$ cat src/rtl/isa_pkg.sv
// Shared ISA definitions for the issue stage:
// opcodes, FSM states and field widths.
package isa_pkg;

    localparam int XLEN   = 8;
    localparam int OP_W   = 3;
    localparam int REG_AW = 2;

    localparam logic [OP_W-1:0] OP_LOGIC = 3'b000;
    localparam logic [OP_W-1:0] OP_LI    = 3'b001;
    localparam logic [OP_W-1:0] OP_ARITH = 3'b011;
    localparam logic [OP_W-1:0] OP_SHIFT = 3'b100;
    localparam logic [OP_W-1:0] OP_NOP   = 3'b111;

    typedef enum logic [1:0] {
        IDLE = 2'd0,
        IMM  = 2'd1,
        EXEC = 2'd2
    } state_t;

endpackage

$ cat src/rtl/reg_file_4x8.sv
// Register file: two combinational operand ports,
// one debug read port, one synchronous write port.
module reg_file_4x8
    import isa_pkg::*;
#(
    parameter int NREG = 4
) (
    input  logic              clk,
    input  logic              rst,
    input  logic [REG_AW-1:0] ra1,
    input  logic [REG_AW-1:0] ra2,
    output logic [XLEN-1:0]   rd1,
    output logic [XLEN-1:0]   rd2,
    input  logic [REG_AW-1:0] dbg_addr,
    output logic [XLEN-1:0]   dbg_data,
    input  logic              we,
    input  logic [REG_AW-1:0] wa,
    input  logic [XLEN-1:0]   wd
);

    logic [XLEN-1:0] rf [NREG];

    always_ff @(posedge clk) begin
        if (rst) begin
            for (int i = 0; i < NREG; i++) begin
                rf[i] <= '0;
            end
        end else if (we) begin
            rf[wa] <= wd;
        end
    end

    assign rd1      = rf[ra1];
    assign rd2      = rf[ra2];
    assign dbg_data = rf[dbg_addr];

endmodule

$ cat src/rtl/issue_stage.sv
// Decode-and-issue stage feeding an external 8-bit ALU,
// with a two-byte load-immediate handled locally.
module issue_stage
    import isa_pkg::*;
#(
    parameter int NREG = 4
) (
    input  logic       clk,
    input  logic       rst,
    input  logic       instr_valid,
    input  logic [7:0] instr,
    output logic       instr_ready,
    output logic [7:0] alu_rs1,
    output logic [7:0] alu_rs2,
    output logic [2:0] alu_ctrl,
    output logic       alu_flag,
    input  logic [7:0] alu_out,
    input  logic       alu_overflow,
    output logic       wb_valid,
    output logic [1:0] wb_rd,
    output logic [7:0] wb_data,
    output logic       ovf_flag,
    output logic       illegal,
    input  logic [1:0] dbg_addr,
    output logic [7:0] dbg_data
);

    state_t state_q, state_d;

    logic [OP_W-1:0]   op_q;
    logic              flag_q;
    logic [REG_AW-1:0] rd_q, rs_q;

    logic [OP_W-1:0]   op_in;
    logic              accept;
    logic              latch_en;
    logic              ill_d;
    logic              ovf_d;
    logic              in_exec;

    logic              rf_we;
    logic [XLEN-1:0]   rf_wd;
    logic [XLEN-1:0]   rf_rd1, rf_rd2;

    assign op_in       = instr[7:5];
    assign in_exec     = (state_q == EXEC);
    assign instr_ready = !rst && !in_exec;
    assign accept      = instr_valid && instr_ready;

    always_comb begin
        state_d  = state_q;
        rf_we    = 1'b0;
        rf_wd    = instr;
        ill_d    = 1'b0;
        ovf_d    = ovf_flag;
        latch_en = 1'b0;
        unique case (state_q)
            IDLE: begin
                if (accept) begin
                    latch_en = 1'b1;
                    unique case (1'b1)
                        (op_in == OP_LOGIC),
                        (op_in == OP_ARITH),
                        (op_in == OP_SHIFT): state_d = EXEC;
                        (op_in == OP_LI):    state_d = IMM;
                        default:             ill_d   = 1'b1;
                    endcase
                end
            end
            IMM: begin
                if (accept) begin
                    rf_we   = 1'b1;
                    state_d = IDLE;
                end
            end
            EXEC: begin
                rf_we   = 1'b1;
                rf_wd   = alu_out;
                ovf_d   = alu_overflow;
                state_d = IDLE;
            end
            default: state_d = IDLE;
        endcase
    end

    always_ff @(posedge clk) begin
        if (rst) begin
            state_q  <= IDLE;
            op_q     <= OP_NOP;
            flag_q   <= 1'b0;
            rd_q     <= '0;
            rs_q     <= '0;
            ovf_flag <= 1'b0;
            illegal  <= 1'b0;
            wb_valid <= 1'b0;
            wb_rd    <= '0;
            wb_data  <= '0;
        end else begin
            state_q  <= state_d;
            ovf_flag <= ovf_d;
            illegal  <= ill_d;
            wb_valid <= rf_we;
            if (latch_en) begin
                op_q   <= op_in;
                flag_q <= instr[4];
                rd_q   <= instr[3:2];
                rs_q   <= instr[1:0];
            end
            if (rf_we) begin
                wb_rd   <= rd_q;
                wb_data <= rf_wd;
            end
        end
    end

    // ALU sees idle operands and a NOP outside EXEC so it outputs zero.
    assign alu_rs1  = in_exec ? rf_rd1 : '0;
    assign alu_rs2  = in_exec ? rf_rd2 : '0;
    assign alu_ctrl = in_exec ? op_q : OP_NOP;
    assign alu_flag = in_exec ? flag_q : 1'b0;

    reg_file_4x8 #(
        .NREG(NREG)
    ) u_rf (
        .clk     (clk),
        .rst     (rst),
        .ra1     (rd_q),
        .ra2     (rs_q),
        .rd1     (rf_rd1),
        .rd2     (rf_rd2),
        .dbg_addr(dbg_addr),
        .dbg_data(dbg_data),
        .we      (rf_we),
        .wa      (rd_q),
        .wd      (rf_wd)
    );

endmodule

$ cat config.mk
export PLATFORM = sky130hd
export DESIGN_NAME = issue_stage
export DESIGN_NICKNAME = d
export VERILOG_FILES = /design/src/rtl/isa_pkg.sv /design/src/rtl/reg_file_4x8.sv /design/src/rtl/issue_stage.sv
export SDC_FILE = /design/constraint.sdc
export NUM_CORES = 1
export LEC_CHECK = 0
export CELL_PAD_IN_SITES_DETAIL_PLACEMENT = 1
export CELL_PAD_IN_SITES_GLOBAL_PLACEMENT = 2
export CORE_MARGIN = 1.5
export CORE_UTILIZATION = 38
export CTS_BUF_LIST = sky130_fd_sc_hd__clkbuf_4
export DETAILED_ROUTE_END_ITERATION = 8
export PLACE_DENSITY = 0.95
export SKIP_LAST_GASP = 1
export SLEW_MARGIN = 20
export SYNTH_ARGS = -nofsm -noshare
export SYNTH_HDL_FRONTEND = slang
export SYNTH_SLANG_ARGS = --single-unit
$ cat constraint.sdc
create_clock -name clk -period 2.7 [get_ports clk]
set_input_delay 0.405 -clock clk [delete_from_list [all_inputs] [get_ports clk]]
set_output_delay 0.405 -clock clk [all_outputs]
set_load 0.01 [all_outputs]
==> results.sh, run 1 <==
export IMPL_outcome="finished clean"
export IMPL_finalHoldWorstSlack_ns=0.474
export IMPL_crit_path_max_incr_delay_ns=0.54
export IMPL_synth_cell_types=32
export IMPL_syn_inst=221
export IMPL_die_h_um=91.4
export IMPL_die_w_um=91.4
export IMPL_maxSlewHeadroom_pct=60.2
export IMPL_maxClockFrequency_ghz=0.390
export IMPL_drcViolationCount=0
export IMPL_grt_pass1_vias=2237
export IMPL_path_class="reg2out"
export IMPL_crit_chain="buf_4, mux4_1, and2_1, clkdlybuf4s50_1"
export IMPL_grt_start_max_net_pins=22
export IMPL_hold_class="reg2reg"
export IMPL_synthToLayoutAreaGrowth_pct=29.9
export IMPL_postSynthRegisterBits=59
export IMPL_clock_sinks=59
export IMPL_rsz0062_at_grt="false"
export IMPL_layout_common_cells="sky130_fd_sc_hd__clkdlybuf4s50_1, sky130_fd_sc_hd__nor2_1, sky130_fd_sc_hd__edfxtp_1"
export IMPL_worst_pin_slew_ns=0.581
export IMPL_critical_path_cell_count=4
export IMPL_post_drt_via_cell_ratio=5.21
export IMPL_worst_path_max_fanout=5
export IMPL_cp_data_arrival_time_ns=2.16
export IMPL_clockPowerShare_pct=25.7
export IMPL_grt_pass1_wl_mm=11.7
export IMPL_worstSetupStartpointType="register"
export IMPL_power_density_mw_per_mm2=692
export IMPL_cts_hold_fix_buffers=0
export IMPL_layout_commonest_cell="sky130_fd_sc_hd__clkdlybuf4s50_1"
export IMPL_io_pins=64
export IMPL_hpwlAfterDp_mm=5.58
export IMPL_tritoncts="built"
export IMPL_syn_cell_area_mm2=0.00297
export IMPL_timing_critical_path_buf_inv=2
export IMPL_mappedNetlistNets=246
export IMPL_r2r_cells=5
export IMPL_cpMaxStageDelayCell="sky130_fd_sc_hd__mux4_1"
export IMPL_placement_io_buffers=63
export IMPL_insertedDiodeCount=0
export IMPL_htreeDepth=3
export IMPL_finalInstanceArea_mm2=0.00386
export IMPL_place_ws_ns=0.207
export IMPL_layout_drive_gt1_share_pct=18.4
export IMPL_critical_path_s_top_delay_family="buffers and inverters"
export IMPL_min_period_over_period_pct=94.9
export IMPL_nets=313
export IMPL_fp_dieArea_mm2=0.00836
export IMPL_global_route_usage_total_pct=18.6
export IMPL_placed_instance_area_mm2=0.00370
export IMPL_detail_route_wirelength_mm=7.36
export IMPL_worst_clock_skew_ns=0.00649
export IMPL_finalWorstSetupSlack_ns=0.138
export IMPL_average_size_of_a_mapped_cell_um2=13.4
export IMPL_p_leak_nw=1.41
export IMPL_critical_path_endpoint_type="output pin"
export IMPL_initialDrtViolationCount=138
export IMPL_internal_power_w=0.00186
export IMPL_finalWeightedCongestion=0.796
export IMPL_initial_core_util_pct=38.9
export IMPL_synth_top_cell_area_share_pct=32.3
export IMPL_final_max_slew_violation_count=0
export IMPL_hold_viol_final=0
export IMPL_design_power_w=0.00267
export IMPL_p_switching_w=0.000809
export IMPL_cts_reportedPaths_clkPinSlew_ns=0.10
export IMPL_synth_largest_area_cell="sky130_fd_sc_hd__edfxtp_1"
export IMPL_sum_of_negative_setup_slack_ns=0
export IMPL_ant_nets=0
export IMPL_gr_total_overflow=0
export IMPL_clk_path_buf_depth=2
export IMPL_wl_per_cell_um=18.6
export IMPL_grt_antenna_before_repair=0
export IMPL_detailedRoute_firstPassIterationCount=5
export IMPL_later_pin_clock_latency_in_the_skew_report_ns=0.38
export IMPL_p_seq_share_pct=41.8
export IMPL_whs_path_depth=1
export IMPL_yosys_warnings=0
export IMPL_switching_share_pct=30.3
export IMPL_fin_crit_ns=2.56
export IMPL_ir_drop_v=0.000316
export IMPL_final_setup_viol_count=0
export IMPL_clock_buffer_count_from_cts=9
export IMPL_synthTopCellsByArea="sky130_fd_sc_hd__edfxtp_1, sky130_fd_sc_hd__dfxtp_1, sky130_fd_sc_hd__mux4_2, sky130_fd_sc_hd__mux2i_1, sky130_fd_sc_hd__nor2_1"
export IMPL_floorplan_rows=32
export IMPL_detailroute_via_count=2058
export IMPL_synth_seq_area_share_pct=50.5
export IMPL_coreArea_mm2=0.00765
export IMPL_cp_data_required_time_ns=2.30
export IMPL_maxCapViolations=0
export IMPL_power_combinational_fraction_pct=32.5
export IMPL_clk_root_buffer_cell="sky130_fd_sc_hd__clkbuf_4"
## metrics by stage
step	util [%]	instances
detailed placement	48.4	379
global route	50.5	395
floorplan	-	221
finish	50.5	395
global placement	48.4	379
CTS	50.5	395
## cell usage after synthesis
library cell                 n
sky130_fd_sc_hd__a21o_1      1
sky130_fd_sc_hd__nor3b_1     1
sky130_fd_sc_hd__clkbuf_1    4
sky130_fd_sc_hd__inv_1       2
sky130_fd_sc_hd__dfxtp_1    27
sky130_fd_sc_hd__and4bb_2    1
sky130_fd_sc_hd__a21oi_4     1
sky130_fd_sc_hd__buf_1       1
sky130_fd_sc_hd__buf_6       3
sky130_fd_sc_hd__o2bb2ai_1   8
sky130_fd_sc_hd__mux4_1      4
sky130_fd_sc_hd__mux2i_1    19
sky130_fd_sc_hd__mux4_2     20
sky130_fd_sc_hd__nand2b_1    3
sky130_fd_sc_hd__nand3_1     2
sky130_fd_sc_hd__nor2_1     42
sky130_fd_sc_hd__edfxtp_1   32
sky130_fd_sc_hd__a2bb2oi_2   1
sky130_fd_sc_hd__nor2b_1     2
sky130_fd_sc_hd__and3_1      1
sky130_fd_sc_hd__a22o_1      2
sky130_fd_sc_hd__ha_1        3
sky130_fd_sc_hd__and2_1     17
sky130_fd_sc_hd__a21bo_2     1
sky130_fd_sc_hd__nand3_4     1
sky130_fd_sc_hd__inv_2       2
sky130_fd_sc_hd__mux2_2      1
sky130_fd_sc_hd__nand2_1     8
sky130_fd_sc_hd__a41o_1      1
sky130_fd_sc_hd__buf_2       3
sky130_fd_sc_hd__nand4_2     3
sky130_fd_sc_hd__buf_4       4
## sequential cells by signal, summed over array words and instances (netlist names), named ones only
| name | flops |
|---|---|
| flag_q | 1 |
| rs_q | 2 |
| u_rf.rf | 32 |
| rd_q | 2 |
| illegal | 1 |
| wb_rd | 2 |
| wb_valid | 1 |
| op_q | 3 |
| state_q | 2 |
| ovf_flag | 1 |
| wb_data | 8 |
## layer usage
metal / wire (µm) / GRT usage (%)
met5: 0 / 0
met4: 23 / 5.47
met3: 424 / 4.27
met2: 4020 / 34.1
met1: 2890 / 21.4
## power groups by stage
| stage | sequential [W] | combinational [W] | clock (W) |
|---|---|---|---|
| final | 0.00112 | 0.000868 | 0.000688 |
| after global routing | 0.00113 | 0.000938 | 0.000738 |
| after CTS | 0.00112 | 0.000882 | 0.000705 |
| after detailed placement | 0.00114 | 0.000879 | 0 |
| after global placement | 0.00113 | 0.000859 | 0 |
| after floorplan | 0.00111 | 0.000558 | 0 |
## final timing paths
path	to	start	slack (ns)
hold / removal	wb_data[3]	wb_data[3]	0.47
hold reg to reg	wb_data[3]	wb_data[3]	0.47
setup / recovery	alu_rs1[0]	register	0.14
setup reg to reg	u_rf.rf[3][3]	state_q[0]	0.69
## cell families (layout without fill, tap and decap cells)
logic type,Yosys count,after routing,share of synthesized area (%)
and+or+nand+nor,81,81,14.0
adders and majority gates,3,3,1.26
AOI/OAI and AO/OA,15,15,4.93
DFF,59,59,50.5
buffers and inverters,19,91,3.79
muxes,44,44,25.5
## timing repair
item,in CTS,in global routing
setup buffers,0,0
setup endpoints to repair,1,0
gates resized for setup,1,0
## area by class of cell
cell class | count | area [µm²]
clock buffers | 10 | 75.1
clock inverters | 6 | 80.1
fillers | 778 | 3790
inverters | 4 | 15.0
multi-input cells | 143 | 1360
flip-flops and latches | 59 | 1500
well taps | 102 | 128
repair buffers | 71 | 703
## worst reg2reg max path, delay by kind of cell (launching register included)
family,cells,cell delay [ns]
compound gates,2,0.87
fa+ha+maj,1,0.17
flops,1,0.34
buf+inv,2,0.29
(Power assumes the default switching activity.)
==> run 2, diff against run 1 <==
- CELL_PAD_IN_SITES_GLOBAL_PLACEMENT: 2 -> 1
- CORE_UTILIZATION: 38 -> 46
- TNS_END_PERCENT: unset -> 100
==> run 2 against run 1 <==
  * Cell area fell by 0.91%
  * Sequential power barely moved
  * Cell count fell by 6.3%
  * Worst hold slack improved by 0.00078 ns
  * Non-clock buffer count did not move
  * Via count rose by 5.7%
  * Clock-buffer cell count fell by 1
  * Critical path depth did not move
  * First-iteration DRC count fell by 9.4%
  * Wire length rose by 24%
  * Setup slack got worse by 0.11 ns
  * Clock skew rose by 0.011 ns
==> results.sh, run 2 (same netlist as run 1, synthesis figures left out) <==
export IMPL_min_period_over_period_pct=99.0
export IMPL_clk_root_buffer_cell="sky130_fd_sc_hd__clkbuf_4"
export IMPL_clock_sinks=59
export IMPL_grt_pass1_wl_mm=14.2
export IMPL_whs_path_depth=1
export IMPL_detailedRoute_firstPassIterationCount=5
export IMPL_worst_path_max_fanout=8
export IMPL_clk_path_buf_depth=2
export IMPL_outcome="finished clean"
export IMPL_critical_path_endpoint_type="output pin"
export IMPL_layout_drive_gt1_share_pct=18.4
export IMPL_worstHoldEndpoint="wb_data[2]"
export IMPL_initialDrtViolationCount=125
export IMPL_r2r_start="state_q[0]"
export IMPL_die_h_um=83.4
export IMPL_initial_core_util_pct=47.3
export IMPL_grt_start_max_net_pins=18
export IMPL_placement_io_buffers=63
export IMPL_global_route_usage_total_pct=27.5
export IMPL_layout_common_cells="sky130_fd_sc_hd__clkdlybuf4s50_1, sky130_fd_sc_hd__nor2_1, sky130_fd_sc_hd__edfxtp_1"
export IMPL_regMostFlops="u_rf.rf"
export IMPL_worstSetupStartpointType="register"
export IMPL_hold_viol_final=0
export IMPL_grt_antenna_before_repair=0
export IMPL_worst_clock_skew_ns=0.0178
export IMPL_maxCapViolations=0
export IMPL_post_drt_via_cell_ratio=5.88
export IMPL_power_density_mw_per_mm2=716
export IMPL_final_setup_viol_count=0
export IMPL_postLayoutCoreUtil_pct=61.0
export IMPL_clock_buffer_count_from_cts=9
export IMPL_worst_pin_slew_ns=0.601
export IMPL_maxSlewHeadroom_pct=58.8
export IMPL_hold_class="reg2reg"
export IMPL_io_pins=64
export IMPL_post_cts_setup_repair_buffer_count=0
export IMPL_timing_rr_end="u_rf.rf[3][5]"
export IMPL_ir_drop_v=0.000428
export IMPL_later_pin_clock_latency_in_the_skew_report_ns=0.42
export IMPL_cp_data_arrival_time_ns=2.27
export IMPL_finalWeightedCongestion=0.770
export IMPL_ant_nets=0
export IMPL_die_w_um=83.4
export IMPL_largest_registers="u_rf.rf x32, wb_data x8, op_q x3"
export IMPL_coreArea_mm2=0.00628
export IMPL_number_of_flip_flops_under_the_largest_register_name=32
export IMPL_drcViolationCount=0
export IMPL_hpwlAfterDp_mm=6.08
export IMPL_cts_reportedPaths_clkPinSlew_ns=0.12
export IMPL_synthToLayoutAreaGrowth_pct=28.8
export IMPL_reg2reg_setup_slack_ns=0.68
export IMPL_nets=313
export IMPL_detail_route_wirelength_mm=9.13
export IMPL_r2r_cells=4
export IMPL_insertedDiodeCount=0
export IMPL_cp_data_required_time_ns=2.30
export IMPL_p_leak_nw=1.41
export IMPL_maxClockFrequency_ghz=0.374
export IMPL_worstHoldStart="wb_data[2]"
export IMPL_path_class="reg2out"
export IMPL_floorplan_rows=29
export IMPL_sum_of_negative_setup_slack_ns=0
export IMPL_grt_pass1_vias=2459
export IMPL_wl_per_cell_um=24.7
export IMPL_rsz0062_at_grt="false"
export IMPL_tritoncts="built"
export IMPL_final_max_slew_violation_count=0
export IMPL_layout_commonest_cell="sky130_fd_sc_hd__clkdlybuf4s50_1"
export IMPL_gr_total_overflow=0
export IMPL_fp_dieArea_mm2=0.00695
export IMPL_detailroute_via_count=2176
export IMPL_htreeDepth=3
export IMPL_fin_crit_ns=2.67
run 2: metrics by stage:
step	cells	area [µm²]	hold slack [ns]	worst slack, ns	total power (W)
2_1_floorplan	221	2970	0.431	1.05	0.00167
6_report	370	3830	0.475	0.0276	0.00274
3_3_place_gp	354	3670	0.448	0.251	0.00197
5_1_grt	370	3830	0.505	0.00344	0.00283
3_5_place_dp	354	3670	0.450	0.170	0.00203
4_1_cts	370	3820	0.482	0.0363	0.00274
run 2: how the worst max path moves through the flow:
| stage | from | to | slack (ns) | cells after the start |
|---|---|---|---|---|
| after detailed placement | dbg_addr[0] | dbg_data[6] | 0.17 | 4 |
| after global placement | dbg_addr[0] | dbg_data[7] | 0.25 | 4 |
| final | register | alu_rs2[5] | 0.03 | 4 |
| after CTS | register | alu_rs2[5] | 0.04 | 4 |
| after floorplan | state_q[0] | u_rf.rf[1][0] | 1.05 | 6 |
| after global routing | register | alu_rs2[5] | 0.003 | 4 |
run 2: cell type report:
class	instances	area, µm²
fill	638	2450
sequential	59	1500
multi-input combinational	143	1360
timing repair buffer	71	703
tap	77	96.3
clock inverter	7	82.6
clock buffer	9	67.6
inverter	4	15.0
run 2: worst max-delay path, stage by stage, from the launching register on:
cell                              delay (ns)
sky130_fd_sc_hd__dfxtp_1                0.34
sky130_fd_sc_hd__buf_4                  0.22
sky130_fd_sc_hd__mux4_1                 0.60
sky130_fd_sc_hd__and2_1                 0.19
sky130_fd_sc_hd__clkdlybuf4s50_1        0.49
run 2: power by group:
group / switching (W) / total [W] / internal [W]
registers: 0.0000786 / 0.00112 / 0.00104
logic: 0.000461 / 0.000909 / 0.000447
clock network: 0.000346 / 0.000711 / 0.000365
run 2: repair_timing:
action,in CTS,in global routing
hold buffers,0,0
resized for setup,0,1
endpoints found under the setup margin,0,5
run 2: metal layers:
metal	routed length (µm)	track usage (%)	vias to the layer above
li1	-	-	959
met1	3440	29.9	1114
met2	5070	52.9	85
met3	409	4.77	18
met4	211	10.3	0
met5	0	0	-
